===== config.mk =====
export PLATFORM = sky130hd
export DESIGN_NAME = score_keeper
export DESIGN_NICKNAME = d
export VERILOG_FILES = /design/src/rtl/score_keeper.sv
export SDC_FILE = /design/constraint.sdc
export NUM_CORES = 1
export LEC_CHECK = 0
export ABC_AREA = 1
export CAP_MARGIN = 20
export CORE_MARGIN = 10
export CORE_UTILIZATION = 45
export CTS_CLUSTER_DIAMETER = 80
export DETAILED_ROUTE_END_ITERATION = 10
export PLACE_DENSITY = 0.62
export SLEW_MARGIN = 20
export SYNTH_ARGS = -nofsm -noshare
export SYNTH_HDL_FRONTEND = slang
export SYNTH_SLANG_ARGS = --single-unit

===== constraint.sdc =====
create_clock -name clock -period 3.6 [get_ports clock]
set_input_delay 0.72 -clock clock [delete_from_list [all_inputs] [get_ports clock]]
set_output_delay 0.72 -clock clock [all_outputs]
set_load 0.05 [all_outputs]

===== src/rtl/score_keeper.sv =====
// -----------------------------------------------------------------------------
// score_keeper
//
// Match controller for a two-player paddle game. Tracks each player's points
// (first to 3 wins), decides who serves next, and inserts a fixed dead time
// after every non-winning point before play resumes.
//
// States:
//   IDLE  - no game yet; waiting for a start edge.
//   PAUSE - dead time between points; counter runs down to 0.
//   PLAY  - rally in progress; ball logic may serve while serve_ready is high.
//   OVER  - a player reached 3; scores hold until the next start edge.
//
// Ports:
//   clock        in   system clock, all updates on its rising edge
//   reset        in   synchronous, active-high reset
//   start        in   start/restart level; acted on at its rising edge
//   left_point   in   left player won the rally (level); rising edge scores
//   right_point  in   right player won the rally (level); rising edge scores
//   leftpscore   out  left player points, 0..3
//   rightpscore  out  right player points, 0..3
//   gamestate    out  1 in PAUSE or PLAY
//   serve_side   out  0 = left serves next, 1 = right serves next
//   serve_ready  out  1 only in PLAY
//   state_dbg    out  raw FSM state (0 IDLE, 1 PAUSE, 2 PLAY, 3 OVER)
//
// Handshake: there is no valid/ready pair here; each input is a level and an
// event is its 0->1 transition against the value registered on the previous
// edge. serve_ready is a status level, not a handshake.
// -----------------------------------------------------------------------------
module score_keeper #(
    parameter int unsigned PAUSE_CYCLES = 50000000
) (
    input  logic       clock,
    input  logic       reset,
    input  logic       start,
    input  logic       left_point,
    input  logic       right_point,
    output logic [1:0] leftpscore,
    output logic [1:0] rightpscore,
    output logic       gamestate,
    output logic       serve_side,
    output logic       serve_ready,
    output logic [1:0] state_dbg
);

    typedef enum logic [1:0] {
        ST_IDLE  = 2'd0,
        ST_PAUSE = 2'd1,
        ST_PLAY  = 2'd2,
        ST_OVER  = 2'd3
    } state_e;

    // Loading N-1 and leaving PAUSE on the edge that sees 0 makes the stay
    // in PAUSE exactly PAUSE_CYCLES edges long.
    localparam logic [25:0] PAUSE_LOAD = 26'(PAUSE_CYCLES - 1);

    state_e      state_q, state_d;
    logic [1:0]  left_score_q, left_score_d;
    logic [1:0]  right_score_q, right_score_d;
    logic        serve_side_q, serve_side_d;
    logic [25:0] cnt_q, cnt_d;
    logic        start_prev_q, start_prev_d;
    logic        left_prev_q, left_prev_d;
    logic        right_prev_q, right_prev_d;

    logic start_rise;
    logic left_rise;
    logic right_rise;

    // Edge registers are updated in every state, so a level held high across
    // entry into PLAY has already been seen and cannot score.
    assign start_rise = start & ~start_prev_q;
    assign left_rise  = left_point & ~left_prev_q;
    assign right_rise = right_point & ~right_prev_q;

    always_comb begin
        state_d       = state_q;
        left_score_d  = left_score_q;
        right_score_d = right_score_q;
        serve_side_d  = serve_side_q;
        cnt_d         = cnt_q;
        start_prev_d  = start;
        left_prev_d   = left_point;
        right_prev_d  = right_point;

        case (state_q)
            ST_IDLE, ST_OVER: begin
                if (start_rise) begin
                    state_d       = ST_PAUSE;
                    left_score_d  = 2'd0;
                    right_score_d = 2'd0;
                    serve_side_d  = 1'b0;
                    cnt_d         = PAUSE_LOAD;
                end
            end

            ST_PAUSE: begin
                if (cnt_q == 26'd0) begin
                    state_d = ST_PLAY;
                end else begin
                    cnt_d = cnt_q - 26'd1;
                end
            end

            ST_PLAY: begin
                // Both edges together is a let: nothing changes.
                if (left_rise && !right_rise) begin
                    left_score_d = left_score_q + 2'd1;
                    serve_side_d = 1'b0;
                    if (left_score_q == 2'd2) begin
                        state_d = ST_OVER;
                    end else begin
                        state_d = ST_PAUSE;
                        cnt_d   = PAUSE_LOAD;
                    end
                end else if (right_rise && !left_rise) begin
                    right_score_d = right_score_q + 2'd1;
                    serve_side_d  = 1'b1;
                    if (right_score_q == 2'd2) begin
                        state_d = ST_OVER;
                    end else begin
                        state_d = ST_PAUSE;
                        cnt_d   = PAUSE_LOAD;
                    end
                end
            end

            default: begin
                state_d = ST_IDLE;
            end
        endcase
    end

    always_ff @(posedge clock) begin
        if (reset) begin
            state_q       <= ST_IDLE;
            left_score_q  <= 2'd0;
            right_score_q <= 2'd0;
            serve_side_q  <= 1'b0;
            cnt_q         <= 26'd0;
            start_prev_q  <= 1'b0;
            left_prev_q   <= 1'b0;
            right_prev_q  <= 1'b0;
        end else begin
            state_q       <= state_d;
            left_score_q  <= left_score_d;
            right_score_q <= right_score_d;
            serve_side_q  <= serve_side_d;
            cnt_q         <= cnt_d;
            start_prev_q  <= start_prev_d;
            left_prev_q   <= left_prev_d;
            right_prev_q  <= right_prev_d;
        end
    end

    assign leftpscore  = left_score_q;
    assign rightpscore = right_score_q;
    assign serve_side  = serve_side_q;
    assign gamestate   = (state_q == ST_PAUSE) || (state_q == ST_PLAY);
    assign serve_ready = (state_q == ST_PLAY);
    assign state_dbg   = state_q;

endmodule


==> key figures, run 1 <==
Floorplanning
  • Initial core utilization: 46.1%
  • Placeable core area: 0.00504 mm2
  • Horizontal die dimension: 91.9 um
  • Std cell rows: 26
  • I/O pin count: 14
  • Area of the die: 0.00844 mm2
  • Vertical die dimension: 91.9 um

Critical path
  • Reg-to-reg setup timing slack: 1.40 ns
  • Critical Path RT: 2.88 ns
  • Setup crit start: state_dbg[0]
  • Worst Setup EP: serve_ready
  • Critical path arrival: 1.99 ns
  • Capturing element type of the critical path: output pin
  • Critical register-to-register path endpoint: cnt_q[5]
  • Type of the setup path with the least slack: reg2out
  • Maximum fanout encountered on the critical timing path: 12
  • Worst reg-to-reg path cell count: 9
  • Worst reg2reg path startpoint: state_dbg[0]
  • CP Launch Type: flip-flop

Drt
  • Routed wire length: 5.63 mm
  • Routed metal-1 wire length: 2.65 mm
  • Detailed-routed wire length on met2: 2.64 mm
  • Detailed-route DRC error count: 0
  • Remaining antenna violation count: 0
  • Via density per instance: 4.91
  • Wire length on met3: 278 um
  • Uppermost signal routing layer after detailed routing: met4
  • Vias after detailed routing: 2291
  • Post-detailed-route wirelength per cell: 12.1 um
  • First-pass iteration count of the detailed router: 5
  • Number of design-rule violations left by the first detailed-router iteration: 137

Logic synthesis
  • XOR/XNOR Fraction of Synth Area: 0.753%
  • Number of standard cells after synthesis: 385
  • Top cell type by total area after synthesis: sky130_fd_sc_hd__dfxtp_1
  • Most frequently used flop master after synthesis: sky130_fd_sc_hd__dfxtp_1
  • Post-synthesis share of cell area spent on and, or, nand and nor gates: 45.0%
  • Number of synthesized flops with an enable pin: 0
  • Share of synthesized area occupied by flip-flops and latches: 31.0%
  • Post-synthesis mux area share: 0%
  • Compound-Gate Fraction of Synth Area: 9.90%
  • Yosys synthesis warning count: 0
  • Proportion of netlist area held by the largest area contributor: 31.0%
  • Average cell area after synthesis: 6.04 um2
  • Fraction of the mapped netlist area in adder cells: 3.23%
  • Most common cell in the synthesized netlist: sky130_fd_sc_hd__nand2_1
  • Seq cells post-synth: 36
  • Most used standard cells in the synthesized netlist: 119 x sky130_fd_sc_hd__nand2_1, 63 x sky130_fd_sc_hd__nor2_1, 44 x sky130_fd_sc_hd__nand3_1, 43 x sky130_fd_sc_hd__inv_1, 36 x sky130_fd_sc_hd__dfxtp_1
  • Number of nets in the synthesized netlist: 396
  • Top area cells in the synthesized netlist: sky130_fd_sc_hd__dfxtp_1 31%, sky130_fd_sc_hd__nand2_1 19%, sky130_fd_sc_hd__nor2_1 10%
  • Ys async rst share: 0%
  • Combinational family with the most area after synthesis: simple AND/OR/NAND/NOR gates
  • Post-synthesis cell area: 0.00232 mm2
  • Count of distinct cell types in the synthesized netlist: 26

Cells and area
  • N_diodes: 0
  • Area growth from synthesis to final layout: 11.7%
  • Share of cells above drive strength 1: 4.79%
  • Filler cell count: 537
  • Post-layout nets: 407

GRT
  • Global router's overall resource usage: 13.7%
  • Pin count of the biggest net entering global routing: 28
  • Antenna violations before repair: 0
  • Vias in the first global route: 2149
  • Remaining global-route overflow: 0
  • Wire length of the first global-routing pass: 9.78 mm

Clock network
  • Total number of H-tree levels: 2
  • Clk pin slew, worst setup/hold paths: 0.07 ns
  • Number of gates resized after CTS: 0
  • Clk buf depth: 2
  • CTS Hold Buffers Added: 0
  • Number of buffers created by CTS: 5
  • Post-CTS Setup Repair Bufs: 0
  • TritonCTS clock tree: done
  • Worst-Skew Late Latency: 0.29 ns
  • CTS root buf: sky130_fd_sc_hd__clkbuf_8
  • CTS sink cnt: 36

Timing
  • Fin crit period: 2.71 ns
  • Share of the cycle needed by the critical path after routing: 75.2%
  • Actual transition at the worst max-transition pin: 0.861 ns
  • Setup violation total in the final timing report: 0
  • RSZ-0062 raised after global routing: false
  • Worst clock skew: 0.00860 ns
  • Max-slew violation total from the final report: 0
  • Max-slew headroom at the worst pin: 42.4%
  • Setup Total Neg Slack: 0 ns
  • Maximum frequency from static timing analysis: 369 MHz
  • Setup slack of the critical path after layout: 0.892 ns
  • Hold Fails Final Rpt: 0

Placed design
  • RD Place Congestion: 0.897
  • Detailed-placement wirelength estimate: 4.21 mm
  • Setup slack at placement: 0.802 ns
  • Port-buffer cells: 13

Power
  • Power per standard cell area: 1060 mW/mm2
  • Worst voltage drop across the vdd grid: 0.753 mV
  • Leakage power figure: 1.20 nW

Job
  • Number of maximum-capacitance constraint violations: 0

Min path
  • Worst hold path type: reg2reg

Status
  • Outcome: complete, no violations
==> layout by cell type, fill, tap and decap left out, types with 2 or more instances in the layout <==
master / netlist / final
sky130_fd_sc_hd__xor2_1: 2 / 2
sky130_fd_sc_hd__clkdlybuf4s50_1: 0 / 13
sky130_fd_sc_hd__o21ai_0: 8 / 8
sky130_fd_sc_hd__buf_4: 1 / 2
sky130_fd_sc_hd__a21oi_1: 30 / 30
sky130_fd_sc_hd__nor2_1: 63 / 63
sky130_fd_sc_hd__dfxtp_1: 36 / 36
sky130_fd_sc_hd__nand4_1: 9 / 9
sky130_fd_sc_hd__nand2_1: 119 / 119
sky130_fd_sc_hd__ha_1: 6 / 6
sky130_fd_sc_hd__nand3_1: 44 / 44
sky130_fd_sc_hd__inv_1: 43 / 43
sky130_fd_sc_hd__clkbuf_8: 0 / 5
sky130_fd_sc_hd__a211oi_1: 2 / 2
sky130_fd_sc_hd__a21oi_2: 2 / 2
==> power breakdown <==
group / leakage (nW) / switching [mW] / internal (mW)
combinational: 0.843 / 1.18 / 0.523
clock: 0.0552 / 0.147 / 0.206
sequential: 0.297 / 0.152 / 0.539
==> critical path: stages, from the launching register on <==
cell and delay [ns]:
sky130_fd_sc_hd__dfxtp_1 0.35, sky130_fd_sc_hd__inv_1 0.07, sky130_fd_sc_hd__ha_1 0.38, sky130_fd_sc_hd__clkdlybuf4s50_1 0.89
==> flip-flops by register name, summed over array words and instances, names as in the netlist <==
register      cells
leftpscore        2
right_prev_q      1
cnt_q            26
left_prev_q       1
state_dbg         2
serve_side        1
rightpscore       2
start_prev_q      1
==> worst min path at each step <==
| stage | slack, ns | from | depth (start not counted) | end |
|---|---|---|---|---|
| detailed placement | 0.46 | serve_side | 2 | serve_side |
| CTS | 0.47 | serve_side | 2 | serve_side |
| floorplan | 0.47 | cnt_q[23] | 2 | cnt_q[23] |
| global placement | 0.46 | serve_side | 2 | serve_side |
| global route | 0.51 | serve_side | 2 | serve_side |
| finish | 0.47 | serve_side | 2 | serve_side |
==> cell families (layout without fill, tap and decap cells) <==
family,count (synthesis),count (layout)
flip-flops,36,36
AO/OA/AOI/OAI,43,43
AND/OR/NAND/NOR,243,243
XOR/XNOR,2,2
buffers and inverters,55,67
adder cells (fa/ha/maj),6,6
==> area by class of cell <==
type	count	area, um2	area share, %
Timing Repair Buffer	15	145	5.59
Inverter	44	165	6.36
Clock buffer	6	72.6	2.80
Tap cell	70	87.6	3.37
Multi-Input combinational cell	294	1370	52.8
Sequential cell	36	721	27.8
Clock inverter	2	35.0	1.35
==> routing by layer <==
layer / vias up / global-route usage [%]
met3: 8 / 4.40
met2: 35 / 23.1
met1: 1002 / 16.4
met4: 0 / 3.60
met5: - / 0
li1: 1246 / -
==> stage by stage <==
stage	power (mW)	util (%)	cell area [um2]	hold WS, ns	cells
2_1_floorplan	2.06	-	2320	0.469	385
3_3_place_gp	2.38	49.4	2490	0.458	459
3_5_place_dp	2.39	49.4	2490	0.456	459
4_1_cts	2.76	51.5	2600	0.470	467
5_1_grt	3.03	51.5	2600	0.513	467
6_report	2.74	51.5	2600	0.466	467
Note: power is estimated with default switching activity, not from simulation.
==> inputs of run 2 (changes only) <==
==> constraint.sdc (replaced) <==
create_clock -name clock -period 2.6 [get_ports clock]
set_input_delay 0.52 -clock clock [delete_from_list [all_inputs] [get_ports clock]]
set_output_delay 0.52 -clock clock [all_outputs]
set_load 0.05 [all_outputs]
==> run 2 against run 1 <==
First-iteration DRC count rose by 25%. Largest cell class unchanged. Clock-buffer cell count did not move. Highest routed layer unchanged. Final cell count rose by 1.1%.
==> key figures, run 2 (synthesis gave the netlist of run 1 again) <==
Status
  • Outcome: complete, no violations

Timing
  • Max-slew violation total from the final report: 0 (unchanged)
  • Worst clock skew: 0.00670 ns (-0.00190 ns)
  • Setup violation total in the final timing report: 0 (unchanged)
  • Actual transition at the worst max-transition pin: 0.514 ns (-0.347 ns)
  • RSZ-0062 raised after global routing: false
  • Fin crit period: 2.49 ns
  • Max-slew headroom at the worst pin: 65.6% (+23 points)
  • Setup slack of the critical path after layout: 0.110 ns (-0.782 ns)
  • Setup Total Neg Slack: 0 ns (unchanged)
  • Maximum frequency from static timing analysis: 402 MHz
  • Share of the cycle needed by the critical path after routing: 95.8%
  • Hold Fails Final Rpt: 0 (unchanged)

Cells and area
  • Register name with the most flops: cnt_q
  • Fin area: 0.00263 mm2 (+1.4%)
  • Max reg flops: 26 (unchanged)
  • Post-layout nets: 412 (+1.2%)
  • Area growth from synthesis to final layout: 13.3%
  • N_diodes: 0 (unchanged)
  • Leading cell type in the layout, fill and taps excluded: sky130_fd_sc_hd__nand2_1
  • Commonest cells after routing, fill and taps aside: 119 x sky130_fd_sc_hd__nand2_1, 63 x sky130_fd_sc_hd__nor2_1, 44 x sky130_fd_sc_hd__nand3_1
  • Finished Core Util: 52.2% (+0.74 points)
  • Share of cells above drive strength 1: 5.97% (+1.2 points)

Drt
  • Via density per instance: 4.90 (about the same)
  • Number of design-rule violations left by the first detailed-router iteration: 171 (+25%)
  • First-pass iteration count of the detailed router: 5 (unchanged)
  • Post-detailed-route wirelength per cell: 12.0 um (-0.53%)
  • Vias after detailed routing: 2314 (+1.0%)
  • Remaining antenna violation count: 0 (unchanged)
  • Routed wire length: 5.66 mm (+0.53%)
  • Detailed-route DRC error count: 0 (unchanged)

Floorplanning
  • Initial core utilization: 46.1% (unchanged)
  • Horizontal die dimension: 91.9 um (unchanged)
  • I/O pin count: 14 (unchanged)
  • Std cell rows: 26 (unchanged)
  • Vertical die dimension: 91.9 um (unchanged)
  • Area of the die: 0.00844 mm2 (unchanged)
  • Placeable core area: 0.00504 mm2 (unchanged)

GRT
  • Remaining global-route overflow: 0 (unchanged)
  • Vias in the first global route: 2222 (+3.4%)
  • Global router's overall resource usage: 14.3% (+0.55 points)
  • Wire length of the first global-routing pass: 10.1 mm (+3.8%)
  • Antenna violations before repair: 0 (unchanged)
  • Pin count of the biggest net entering global routing: 27 (-3.6%)

Clock network
  • TritonCTS clock tree: done
  • Number of gates resized after CTS: 0 (unchanged)
  • Worst-Skew Late Latency: 0.29 ns (about the same)
  • Post-CTS Setup Repair Bufs: 0 (unchanged)
  • Clk pin slew, worst setup/hold paths: 0.08 ns (about the same)
  • CTS Hold Buffers Added: 0 (unchanged)
  • Total number of H-tree levels: 2 (unchanged)
  • CTS sink cnt: 36 (unchanged)
  • CTS root buf: sky130_fd_sc_hd__clkbuf_8
  • Number of buffers created by CTS: 5 (unchanged)
  • Clk buf depth: 2 (unchanged)

Critical path
  • Maximum fanout encountered on the critical timing path: 5 (-7)
  • Critical path arrival: 1.97 ns (-0.02 ns)
  • Critical register-to-register path endpoint: cnt_q[24]
  • Worst reg-to-reg path cell count: 10 (+1)
  • Reg-to-reg setup timing slack: 0.59 ns (-0.81 ns)
  • Critical Path RT: 2.08 ns (-0.80 ns)
  • Capturing element type of the critical path: output pin
  • Worst reg2reg path startpoint: cnt_q[0]
  • Type of the setup path with the least slack: reg2out
  • CP Launch Type: flip-flop

Power
  • Worst voltage drop across the vdd grid: 0.871 mV (+16%)
  • Power per standard cell area: 1460 mW/mm2 (+38%)
  • Power, Total: 3.85 mW (+40%)
  • Leakage power figure: 1.22 nW (+2.1%)

Placed design
  • Port-buffer cells: 13 (unchanged)
  • Setup slack at placement: 0.237 ns (-0.565 ns)
  • Cell area reported after detailed placement: 0.00253 mm2 (+1.5%)
  • RD Place Congestion: 0.874 (-2.5%)
  • Detailed-placement wirelength estimate: 4.26 mm (+1.2%)

Min path
  • Worst hold path type: reg2reg
  • Hold Path Sink: serve_side
  • Hold Startpoint: serve_side
  • Hold depth: 2 (unchanged)

Job
  • Number of maximum-capacitance constraint violations: 0 (unchanged)
## run 2: worst max path at each step
| stage | from | end | cells past startpoint |
|---|---|---|---|
| detailed placement | left_point | cnt_q[5] | 11 |
| floorplan | state_dbg[1] | cnt_q[15] | 10 |
| global placement | left_point | cnt_q[3] | 11 |
| global route | state_dbg[0] | gamestate | 4 |
| finish | state_dbg[0] | gamestate | 4 |
| CTS | state_dbg[0] | gamestate | 4 |
## run 2: stage by stage
step | hold WS (ns) | cells
2_1_floorplan | 0.469 | 385
3_3_place_gp | 0.469 | 464
3_5_place_dp | 0.469 | 464
4_1_cts | 0.485 | 472
5_1_grt | 0.521 | 472
6_report | 0.481 | 472
## run 2: worst max-delay path, cell delays in order, from the launching register on
cell	delay (ns)
sky130_fd_sc_hd__dfxtp_1	0.41
sky130_fd_sc_hd__inv_1	0.06
sky130_fd_sc_hd__ha_1	0.32
sky130_fd_sc_hd__inv_1	0.08
sky130_fd_sc_hd__clkdlybuf4s50_1	0.81
## run 2: area by class of cell
type	count	area [um2]
clock buffer	6	72.6
clock inverter	2	35.0
tap	70	87.6
fill	541	2410
timing repair buffer	20	183
inverter	44	165
sequential	36	721
multi-input combinational	294	1370
## run 2: report_power, final
part           switching, mW  total (mW)  internal, mW
Sequential             0.209       0.955         0.745
Clock                  0.204       0.489         0.285
Combinational           1.64        2.41         0.768
Total                   2.05        3.85          1.80
## run 2: per-layer routing
metal	routed length (um)	GRT usage, %	vias up
li1	-	-	1255
met1	2600	17.0	1014
met4	69	5.27	0
met2	2670	23.4	37
met5	0	0	-
met3	323	4.56	8
==> inputs of run 3 (changes only) <==
--- a/config.mk
+++ b/config.mk
@@ -6,7 +6,7 @@
 export NUM_CORES = 1
 export LEC_CHECK = 0
 export ABC_AREA = 1
-export CAP_MARGIN = 20
+export CAP_MARGIN = 10
 export CORE_MARGIN = 10
 export CORE_UTILIZATION = 45
 export CTS_CLUSTER_DIAMETER = 80
==> results of run 3 <==
No change in the layout: final DEF, timing and power equal those of run 2.
